==> src/rtl/dec_channel_scheduler.sv <==
// Round-robin scheduler that time-shares one decimation datapath among NUM_CH channels,
// keeping every DEC-th sample per channel and sequencing runtime decimation changes.
module dec_channel_scheduler #(
   parameter int DATA_WIDTH  = 16,
   parameter int NUM_CH      = 4,
   parameter int MAX_DEC     = 8,
   parameter int DEFAULT_DEC = 3,
   localparam int CH_W  = $clog2(NUM_CH),
   localparam int DEC_W = $clog2(MAX_DEC + 1)
) (
   input  logic                         clk,
   input  logic                         rst,
   input  logic                         cfg_valid,
   input  logic [DEC_W-1:0]             cfg_dec,
   output logic                         cfg_ready,
   input  logic [NUM_CH-1:0]            ch_valid,
   input  logic [NUM_CH*DATA_WIDTH-1:0] ch_data,
   output logic [NUM_CH-1:0]            ch_ready,
   output logic                         out_valid,
   input  logic                         out_ready,
   output logic signed [DATA_WIDTH-1:0] out_data,
   output logic [CH_W-1:0]              out_ch,
   output logic                         busy
);

   typedef enum logic [1:0] {S_RUN, S_DRAIN, S_APPLY} state_t;

   state_t           state, state_nxt;
   logic [DEC_W-1:0] dec_factor;
   logic [DEC_W-1:0] cfg_pend;
   logic [DEC_W-1:0] phase [NUM_CH];
   logic [CH_W-1:0]  rr_ptr;

   logic             grant_en;
   logic             grant_any;
   logic [CH_W-1:0]  grant_ch;
   logic [CH_W-1:0]  scan_ch;
   int unsigned      scan_idx;
   logic             xfer;
   logic             keep;

   function automatic logic [DEC_W-1:0] clamp_dec(input logic [DEC_W-1:0] d);
      if (d == '0)
         return DEC_W'(1);
      else if (d > DEC_W'(MAX_DEC))
         return DEC_W'(MAX_DEC);
      else
         return d;
   endfunction

   // Rotating priority scan starting at rr_ptr; grant is masked while rst is held.
   always_comb begin
      grant_en  = !rst && (state == S_RUN) && (!out_valid || out_ready);
      grant_any = 1'b0;
      grant_ch  = '0;
      scan_idx  = 0;
      scan_ch   = '0;
      ch_ready  = '0;
      for (int unsigned k = 0; k < NUM_CH; k++) begin
         scan_idx = 32'(rr_ptr) + k;
         if (scan_idx >= NUM_CH)
            scan_idx = scan_idx - NUM_CH;
         scan_ch = CH_W'(scan_idx);
         if (!grant_any && ch_valid[scan_ch]) begin
            grant_any = 1'b1;
            grant_ch  = scan_ch;
         end
      end
      if (grant_en && grant_any)
         ch_ready[grant_ch] = 1'b1;
   end

   assign xfer = grant_en && grant_any;
   assign keep = (phase[grant_ch] == '0);

   always_comb begin
      state_nxt = state;
      busy      = 1'b0;
      cfg_ready = 1'b0;
      unique case (state)
         S_RUN:   if (cfg_valid) state_nxt = S_DRAIN;
         S_DRAIN: begin
            busy = 1'b1;
            if (!out_valid || out_ready) state_nxt = S_APPLY;
         end
         S_APPLY: begin
            busy      = 1'b1;
            cfg_ready = 1'b1;
            state_nxt = S_RUN;
         end
         default: state_nxt = S_RUN;
      endcase
   end

   always_ff @(posedge clk) begin
      if (rst) begin
         state      <= S_RUN;
         dec_factor <= DEC_W'(DEFAULT_DEC);
         cfg_pend   <= '0;
         rr_ptr     <= '0;
         out_valid  <= 1'b0;
         out_data   <= '0;
         out_ch     <= '0;
         for (int unsigned i = 0; i < NUM_CH; i++)
            phase[i] <= '0;
      end else begin
         state <= state_nxt;
         if (state == S_RUN && cfg_valid)
            cfg_pend <= cfg_dec;
         if (xfer) begin
            rr_ptr <= (grant_ch == CH_W'(NUM_CH - 1)) ? '0 : grant_ch + CH_W'(1);
            phase[grant_ch] <= (phase[grant_ch] == dec_factor - DEC_W'(1)) ?
                               '0 : phase[grant_ch] + DEC_W'(1);
         end
         if (state == S_APPLY) begin
            dec_factor <= clamp_dec(cfg_pend);
            for (int unsigned i = 0; i < NUM_CH; i++)
               phase[i] <= '0;
         end
         // Reload takes precedence over accept so back-to-back samples leave no bubble.
         if (xfer && keep) begin
            out_valid <= 1'b1;
            out_data  <= ch_data[32'(grant_ch)*DATA_WIDTH +: DATA_WIDTH];
            out_ch    <= grant_ch;
         end else if (out_valid && out_ready) begin
            out_valid <= 1'b0;
         end
      end
   end

endmodule
==> config.mk <==
export PLATFORM = sky130hd
export DESIGN_NAME = dec_channel_scheduler
export DESIGN_NICKNAME = d
export VERILOG_FILES = /design/src/rtl/dec_channel_scheduler.sv
export SDC_FILE = /design/constraint.sdc
export NUM_CORES = 1
export LEC_CHECK = 0
export BUFFER_PORTS_ARGS = -buffer_cell sky130_fd_sc_hd__buf_2
export CAP_MARGIN = 20
export CORE_ASPECT_RATIO = 2
export CORE_MARGIN = 2
export CORE_UTILIZATION = 45
export CTS_CLUSTER_DIAMETER = 30
export CTS_CLUSTER_SIZE = 8
export DETAILED_ROUTE_END_ITERATION = 10
export PLACE_DENSITY = 0.76
export SLEW_MARGIN = 5
export SYNTH_ARGS = -nofsm -noshare
export SYNTH_HDL_FRONTEND = slang
export SYNTH_SLANG_ARGS = --single-unit
==> constraint.sdc <==
create_clock -name clk -period 2.65 [get_ports clk]
set_input_delay 0.53 -clock clk [delete_from_list [all_inputs] [get_ports clk]]
set_output_delay 0.53 -clock clk [all_outputs]
set_load 0.05 [all_outputs]
==> results of run 1 <==
## tightest hold or removal path: cells and delay by family, from the launching register on
kind / cells / cell delay (ps)
flops: 1 / 310
simple gates: 1 / 50
compound gates: 1 / 50
## synthesized netlist by cell type (3+ instances only)
cell type  number
inv_1           7
buf_2           4
mux2i_1        27
buf_6           4
a21oi_1        14
a31oi_1        16
ha_1            9
or3_1           5
nand2_1        80
and2_1          3
xnor2_1         4
dfxtp_1        31
and3_1         19
o21ai_0        15
nand3_1         8
edfxtp_1       16
nor2_1         47
clkbuf_1       16
## metal layers
layer | track usage | up-vias
li1 | - | 1441
met1 | 0.206 | 1346
met2 | 0.439 | 95
met3 | 0.0385 | 18
met4 | 0.122 | 0
met5 | 0 | -
## kinds of logic after synthesis
kind of cell / after synthesis / synth area share
AO/OA/AOI/OAI: 56 / 0.124
XOR/XNOR: 5 / 0.0152
adder cells (fa/ha/maj): 9 / 0.0390
buffers and inverters: 32 / 0.0547
flip-flops: 47 / 0.382
multiplexers: 30 / 0.108
AND/OR/NAND/NOR: 178 / 0.278
## per-stage QoR
| step | power (mW) | std cells |
|---|---|---|
| floorplan | 1.78 | 357 |
| CTS | 2.78 | 556 |
| detailed placement | 2.16 | 548 |
| finish | 2.80 | 556 |
| global placement | 2.14 | 548 |
| global route | 2.95 | 556 |
## placed cells by master, fill, tap and decap left out, drive strengths merged, types with 4 or more instances in the layout
cell    count
inv         8
buf       128
dfxtp      31
nor2       47
o21ai      15
clkbuf      7
nand2      81
xnor2       4
a31oi      16
nand3       8
and2        4
mux2i      28
or3         5
edfxtp     16
ha          9
and3       19
a21oi      15
## registers in the layout, indices dropped and copies added, names as in the netlist
signal and count:
dec_factor 4, state 2, out_ch 2, cfg_pend 4
out_data 16, out_valid 1, rr_ptr 2, phase 16
## power by group
group / total, mW / switching, mW / internal (mW)
clock network: 0.611 / 0.263 / 0.348
registers: 0.916 / 0.0575 / 0.858
logic: 1.27 / 0.758 / 0.515
## cell type report
type	count	area, um^2	share of cell area
inverter	8	32.5	0.00854
tap	86	108	0.0283
clock inverter	2	12.5	0.00329
timing repair buffer	129	754	0.198
multi-input combinational	278	1670	0.437
sequential	47	1110	0.291
clock buffer	6	129	0.0338
## path summary, 6_finish.rpt
path	to	slack, ps	cells past startpoint
max	ch_ready[2]	100	8
min	cfg_pend[0]	460	2
max reg2reg	phase[3][3]	200	10
min reg2reg	cfg_pend[0]	460	2
==> flow_metrics.py, run 1 <==
metrics = {
    "logic_synthesis": {
        "synth_cell_types": 44,
        "yosys_most_used_dff": "dfxtp_1",
        "synth_area_leader_cell": "dfxtp_1",
        "syn_avg_cell_area_um2": 8.08,
        "synth_top_area_frac": 0.215,
        "ys.warnings.count": 0,
        "synth_seq_cells": 47,
        "synth-edff-count": 16,
        "synth.net_count": 442,
        "syn_area_mm2": 0.00288,
        "ys_seq_area_frac": 0.382,
        "synth_area_leaders": "dfxtp_1 (22%), edfxtp_1 (17%), nand2_1 (10%)",
        "syn_inst": 357,
        "async_flop_share": 0,
    },
    "cells_and_area": {
        "antennaDiodeCount": 0,
        "stdcell_area_mm2": 0.00381,
        "syn_to_final_growth_pct": 32.0,
        "nets": 554,
        "nFillCells": 576,
        "fin_util": 0.608,
        "layout-drive-gt1-share": 0.330,
    },
    "route": {
        "dr.max_layer_used": "met4",
        "wl_per_cell_um": 14.3,
        "met3_wirelength_um": 360,
        "num_vias": 2900,
        "firstDrtPassIters": 4,
        "drt-total-wl_um": 7970,
        "wl_met2_um": 4540,
        "drc": 0,
        "drtAntennaViolNets": 0,
        "wl_met1_um": 2820,
        "viasPerCell": 5.22,
        "drtIter0Drc": 178,
    },
    "global_routing": {
        "grt_pass1_vias": 2733,
        "grtUsageTotal": 0.225,
        "overflow": 0,
        "antenna_found_initial": 0,
        "grt_max_degree": 36,
        "grt_pass1_wl_um": 11900,
    },
    "timing": {
        "fin_skew_ps": 4.07,
        "maxSlewViolCount": 0,
        "period_needed_ps": 2550,
        "period_share": 0.962,
        "max_freq_ghz": 0.392,
        "worst_pin_slew_ps": 734,
        "setup_viol": 0,
        "hold_ws_ps": 463,
        "tns_ps": 0,
        "rsz0062_at_grt": "no",
        "max_slew_margin": 0.506,
        "fin_ws_ps": 101,
        "timing_hold_violations_final": 0,
    },
    "power_and_ir_drop": {
        "power.density_mw_per_mm2": 736,
        "ir_drop_uv": 463,
        "leakagePower_nw": 1.93,
    },
    "setup_path": {
        "cp_num_buf_inv": 3,
        "rr_startpoint": "rr_ptr[1]",
        "start_kind": "register",
        "critPathTopFamily": "buffers and inverters",
        "slowest_stage": "dfxtp_4",
        "worstSetupEndpointType": "output port",
        "crit_start": "rr_ptr[1]",
        "crit_arrival_ps": 2020,
        "critPathMaxStageDelay_ps": 400,
        "crit_type": "reg2out",
        "worst-path-max-fanout": 8,
        "cp_cell_sequence": "a21oi_1, o21a_1, o22ai_2, inv_2, buf_4, ha_1, and2_0, clkbuf_4",
        "required_ps": 2120,
    },
    "floorplanning": {
        "die_area_mm2": 0.00710,
        "core_mm2": 0.00626,
        "die_w_um": 60.6,
        "rows": 41,
        "fp.dieH_um": 117,
        "num_io_pins": 101,
        "initial_utilization": 0.461,
    },
    "clock_network": {
        "clockRootBuffer": "clkbuf_16",
        "htree_levels": 2,
        "cts_num_sinks": 47,
        "cts_setup_buffers": 0,
        "cts-resized-gates": 7,
        "clock_latency_ps": 290,
        "cts_tree": "done",
        "cts_hold_buffers": 0,
        "numCtsBuffers": 5,
        "clk_path_buf_depth": 2,
        "clk_pin_slew_ps": 60,
    },
    "min_path": {
        "hp-class": "reg2reg",
        "worstHoldStart": "cfg_pend[0]",
    },
    "run": {
        "drv_cap": 0,
    },
    "placement": {
        "port_buffers": 100,
        "place_ws_ps": -209,
        "placed_area_mm2": 0.00361,
        "hpwl_um": 6110,
        "globalplace.congestion": 0.930,
    },
    "run_status": {
        "status": "complete, no violations",
    },
}
(Power assumes the default switching activity.)
==> run 2, diff against run 1 <==
--- a/config.mk
+++ b/config.mk
@@ -9,11 +9,10 @@
 export CAP_MARGIN = 20
 export CORE_ASPECT_RATIO = 2
 export CORE_MARGIN = 2
-export CORE_UTILIZATION = 45
+export CORE_UTILIZATION = 24
 export CTS_CLUSTER_DIAMETER = 30
 export CTS_CLUSTER_SIZE = 8
 export DETAILED_ROUTE_END_ITERATION = 10
-export PLACE_DENSITY = 0.76
 export SLEW_MARGIN = 5
 export SYNTH_ARGS = -nofsm -noshare
 export SYNTH_HDL_FRONTEND = slang
==> run 2 against run 1 <==
Against the previous run:
- wire length increased by 10%
- register-to-register slack got worse by 20 ps
- critical path type unchanged
- sequential power about the same
- setup slack worse by 34 ps
- critical endpoint is now ch_ready[1]
==> flow_metrics.py, run 2 (synthesis results as in run 1) <==
metrics = {
    "run_status": {
        "status": "complete, no violations",
    },
    "timing": {
        "max_slew_margin": 0.730,
        "period_share": 0.975,
        "hold_ws_ps": 464,
        "timing_hold_violations_final": 0,
        "period_needed_ps": 2580,
        "fin_skew_ps": 8.79,
        "max_freq_ghz": 0.387,
        "worst_pin_slew_ps": 401,
        "setup_viol": 0,
        "maxSlewViolCount": 0,
    },
    "clock_network": {
        "cts_num_sinks": 47,
        "htree_levels": 2,
        "cts_hold_buffers": 0,
        "clockRootBuffer": "clkbuf_16",
        "clk_path_buf_depth": 2,
        "clk_pin_slew_ps": 70,
        "numCtsBuffers": 5,
        "cts_tree": "done",
        "clock_latency_ps": 290,
        "cts_setup_buffers": 0,
    },
    "power_and_ir_drop": {
        "combPwrFrac": 0.437,
        "p_int_mw": 1.82,
        "ir_drop_uv": 408,
        "p_seq_frac": 0.313,
        "swShare": 0.379,
        "p_clk_frac": 0.251,
        "power.density_mw_per_mm2": 754,
        "leakagePower_nw": 1.93,
        "finalPower_mw": 2.93,
        "p_switching_mw": 1.11,
    },
    "placement": {
        "globalplace.congestion": 0.845,
        "hpwl_um": 6930,
        "placed_area_mm2": 0.00368,
        "port_buffers": 100,
    },
    "floorplanning": {
        "die_w_um": 81.5,
        "fp.dieH_um": 159,
        "die_area_mm2": 0.0130,
        "core_mm2": 0.0117,
        "rows": 56,
        "initial_utilization": 0.246,
        "num_io_pins": 101,
    },
    "setup_path": {
        "required_ps": 2120,
        "cp_num_buf_inv": 3,
        "worstSetupEndpointType": "output port",
        "critPathTopFamily": "buffers and inverters",
        "start_kind": "register",
        "cp_cell_sequence": "mux2i_2, o22a_4, nand2_8, inv_4, buf_4, ha_1, and2_1, buf_4",
        "worst-path-max-fanout": 6,
        "slowest_stage": "dfxtp_2",
        "crit_type": "reg2out",
        "critPathMaxStageDelay_ps": 400,
        "crit_top_cell": "buf_4",
        "crit_arrival_ps": 2050,
    },
    "route": {
        "viasPerCell": 4.75,
        "drtIter0Drc": 146,
        "drc": 0,
        "dr.max_layer_used": "met4",
        "firstDrtPassIters": 4,
        "wl_met1_um": 3130,
        "met3_wirelength_um": 375,
        "drtAntennaViolNets": 0,
        "num_vias": 2916,
        "wl_per_cell_um": 14.3,
        "wl_met2_um": 4860,
        "drt-total-wl_um": 8810,
    },
    "run": {
        "drv_cap": 0,
    },
    "global_routing": {
        "grtUsageTotal": 0.138,
        "grt_pass1_wl_um": 13900,
        "grt_max_degree": 36,
        "grt_pass1_vias": 2907,
        "overflow": 0,
        "antenna_found_initial": 0,
    },
    "cells_and_area": {
        "antennaDiodeCount": 0,
        "final_cell_mix": "buf_2 (96), nand2_1 (80), nor2_1 (47), dfxtp_1 (30), buf_4 (29)",
        "syn_to_final_growth_pct": 34.6,
        "reg.largest.list": "out_data x16, phase x16",
        "final_common_cell": "buf_2",
        "stdcell_area_mm2": 0.00388,
        "layout-drive-gt1-share": 0.326,
        "nets": 553,
    },
    "min_path": {
        "hp-class": "reg2reg",
    },
}
run 2: final cells by class:
cell class / count / area (um^2)
Tap cell: 145 / 181
Clock buffer: 5 / 125
Inverter: 8 / 32.5
Sequential cell: 47 / 1100
Fill cell: 1208 / 7820
Multi-Input combinational cell: 278 / 1650
Clock inverter: 3 / 45.0
Timing Repair Buffer: 128 / 749
run 2: repair_timing:
| action | CTS | global route |
|---|---|---|
| setup endpoints to repair | 3 | 20 |
| gates resized for setup | 4 | 10 |
| pin swaps | 0 | 1 |
run 2: per-layer routing:
metal	up-vias	global-route usage
li1	1440	-
met5	-	0
met1	1366	0.144
met3	24	0.0204
met4	0	0.0809
met2	86	0.250
run 2: worst paths after layout:
path	slack, ps	depth (start not counted)	startpoint	end
setup / recovery	70	8	rr_ptr[1]	ch_ready[1]
setup reg to reg	180	10	rr_ptr[1]	phase[1][1]
hold / removal	460	2	cfg_pend[0]	cfg_pend[0]
hold reg to reg	460	2	cfg_pend[0]	cfg_pend[0]
run 2: power groups by stage:
stage	clock (mW)	sequential [mW]	combinational, mW
global route	0.776	0.927	1.38
floorplan	0	1.01	0.762
detailed placement	0	0.931	1.26
global placement	0	0.930	1.23
CTS	0.746	0.917	1.27
finish	0.733	0.915	1.28
run 2: per-stage QoR:
stage,utilization,TNS (ps),std cells,setup WS (ps)
floorplan,-,0,357,16.1
global placement,0.314,-131,606,-45.2
detailed placement,0.314,-914,606,-89.2
CTS,0.330,0,614,13.1
global route,0.332,-5.73,614,-5.54
finish,0.332,0,614,66.4
run 2: worst min-delay path: cells and delay by family, from the launching register on:
kind	cells	cell delay [ps]
and+or+nand+nor	1	50
DFF	1	310
AOI/OAI and AO/OA	1	50
==> run 3, diff against run 2 <==
--- a/config.mk
+++ b/config.mk
@@ -9,10 +9,11 @@
 export CAP_MARGIN = 20
 export CORE_ASPECT_RATIO = 2
 export CORE_MARGIN = 2
-export CORE_UTILIZATION = 24
+export CORE_UTILIZATION = 43
 export CTS_CLUSTER_DIAMETER = 30
 export CTS_CLUSTER_SIZE = 8
 export DETAILED_ROUTE_END_ITERATION = 10
+export PLACE_DENSITY = 0.74
 export SLEW_MARGIN = 5
 export SYNTH_ARGS = -nofsm -noshare
 export SYNTH_HDL_FRONTEND = slang
==> run 3 against run 2 <==
Against the previous run:
- final area is 2.2% lower
- count of clock-buffer cells in the layout is 2 higher
- sequential share of layout area is 0.67 points higher
- wire length decreased by 13%
- sequential cell count unchanged
- critical endpoint is now ch_ready[2]
==> flow_metrics.py, run 3 (synthesis results as in run 1) <==
metrics = {
    "clock_network": {
        "cts_setup_buffers": 0,
        "clock_latency_ps": 290,
        "cts_num_sinks": 47,
        "clk_pin_slew_ps": 60,
        "numCtsBuffers": 5,
        "htree_levels": 2,
        "clk_path_buf_depth": 2,
        "cts_tree": "done",
        "clockRootBuffer": "clkbuf_16",
    },
    "global_routing": {
        "antenna_found_initial": 0,
        "grt_pass1_wl_um": 11700,
        "grtUsageTotal": 0.209,
        "grt_max_degree": 36,
        "overflow": 0,
        "grt_pass1_vias": 2707,
    },
    "timing": {
        "rsz0062_at_grt": "no",
        "fin_skew_ps": 6.17,
        "tns_ps": 0,
        "period_share": 0.961,
        "period_needed_ps": 2550,
        "max_freq_ghz": 0.393,
        "maxSlewViolCount": 0,
        "setup_viol": 0,
        "worst_pin_slew_ps": 380,
        "timing_hold_violations_final": 0,
        "max_slew_margin": 0.747,
    },
    "floorplanning": {
        "die_w_um": 61.9,
        "rows": 42,
        "initial_utilization": 0.439,
        "core_mm2": 0.00657,
        "num_io_pins": 101,
        "die_area_mm2": 0.00742,
        "fp.dieH_um": 120,
    },
    "setup_path": {
        "r2r_cells": 9,
        "worst-path-max-fanout": 12,
        "rr_startpoint": "rr_ptr[1]",
        "worstSetupEndpointType": "output port",
        "crit_type": "reg2out",
        "r2r_slack_ps": 150,
        "start_kind": "register",
        "crit_arrival_ps": 2020,
        "reg2reg_to": "phase[1][3]",
        "required_ps": 2120,
    },
    "min_path": {
        "holdPathStages": 2,
        "hp-class": "reg2reg",
        "whs_endpoint": "cfg_pend[0]",
        "worstHoldStart": "cfg_pend[0]",
    },
    "placement": {
        "hpwl_um": 6000,
        "port_buffers": 100,
        "globalplace.congestion": 0.968,
        "placed_area_mm2": 0.00363,
    },
    "cells_and_area": {
        "reg.largest.list": "out_data x16, phase x16",
        "final_common_cell": "buf_2",
        "nets": 553,
        "final_cell_mix": "buf_2 (96), nand2_1 (80), nor2_1 (47), dfxtp_1 (29)",
        "syn_to_final_growth_pct": 31.7,
        "antennaDiodeCount": 0,
        "stdcell_area_mm2": 0.00380,
        "layout-drive-gt1-share": 0.324,
    },
    "run_status": {
        "status": "complete, no violations",
    },
    "route": {
        "firstDrtPassIters": 4,
        "num_vias": 2896,
        "viasPerCell": 5.20,
        "drtIter0Drc": 126,
        "drtAntennaViolNets": 0,
        "wl_per_cell_um": 13.8,
        "drt-total-wl_um": 7690,
        "drc": 0,
    },
    "power_and_ir_drop": {
        "p_clk_frac": 0.219,
        "power.density_mw_per_mm2": 727,
        "ir_drop_uv": 382,
        "p_seq_frac": 0.331,
        "swShare": 0.379,
        "finalPower_mw": 2.76,
        "p_switching_mw": 1.05,
        "combPwrFrac": 0.450,
        "p_int_mw": 1.71,
        "leakagePower_nw": 1.92,
    },
    "run": {
        "drv_cap": 0,
    },
}
run 3: power groups by stage:
stage | sequential [mW] | combinational (mW) | clock [mW]
2_1_floorplan | 1.01 | 0.762 | 0
3_3_place_gp | 0.924 | 1.21 | 0
3_5_place_dp | 0.925 | 1.23 | 0
4_1_cts | 0.910 | 1.24 | 0.614
5_1_grt | 0.920 | 1.35 | 0.646
6_report | 0.913 | 1.24 | 0.605
run 3: metal layers:
metal / wire (um) / vias to the layer above / global-route usage / part of all wire
li1: - / 1436 / - / -
met1: 2750 / 1326 / 0.193 / 0.36
met2: 4300 / 107 / 0.400 / 0.56
met3: 315 / 27 / 0.0259 / 0.041
met4: 331 / 0 / 0.113 / 0.043
met5: 0 / - / 0 / 0
run 3: what timing repair did:
| action | CTS | global route |
|---|---|---|
| pin swaps | 0 | 1 |
| hold buffers | 0 | 0 |
| resized for setup | 2 | 12 |
| setup endpoints to repair | 3 | 19 |
| hold endpoints to repair | 0 | 0 |
run 3: area by class of cell:
| type | count | area [um^2] |
|---|---|---|
| Clock buffer | 7 | 133 |
| Clock inverter | 1 | 6.26 |
| Timing Repair Buffer | 128 | 774 |
| Inverter | 8 | 32.5 |
| Multi-Input combinational cell | 278 | 1640 |
| Sequential cell | 47 | 1100 |
| Fill cell | 610 | 2770 |
| Tap cell | 88 | 110 |
run 3: worst max-delay path by stage:
stage / from / endpoint / slack, ps / cells after the start
after floorplan: ch_valid[0] / phase[3][0] / 20 / 10
after global placement: ch_valid[0] / phase[2][3] / -40 / 10
after detailed placement: ch_valid[0] / phase[2][3] / -80 / 10
after CTS: rr_ptr[1] / ch_ready[1] / 30 / 8
after global routing: rr_ptr[1] / ch_ready[2] / 1 / 8
final: rr_ptr[1] / ch_ready[2] / 100 / 7
run 3: critical path, stage by stage, from the launching register on:
cell,delay (ps)
dfxtp_2,390
mux2i_2,270
o22a_4,230
nand2_8,60
buf_4,180
ha_1,180
and2_1,190
clkbuf_4,230
run 3: per-stage QoR:
stage / cells / hold WS (ps) / setup slack, ps / utilization
after floorplan: 357 / 436 / 16.1 / -
after global placement: 549 / 461 / -40.3 / 0.553
after detailed placement: 549 / 462 / -80.2 / 0.553
after CTS: 557 / 470 / 25.4 / 0.575
after global routing: 557 / 487 / 1.47 / 0.578
final: 557 / 475 / 104 / 0.578
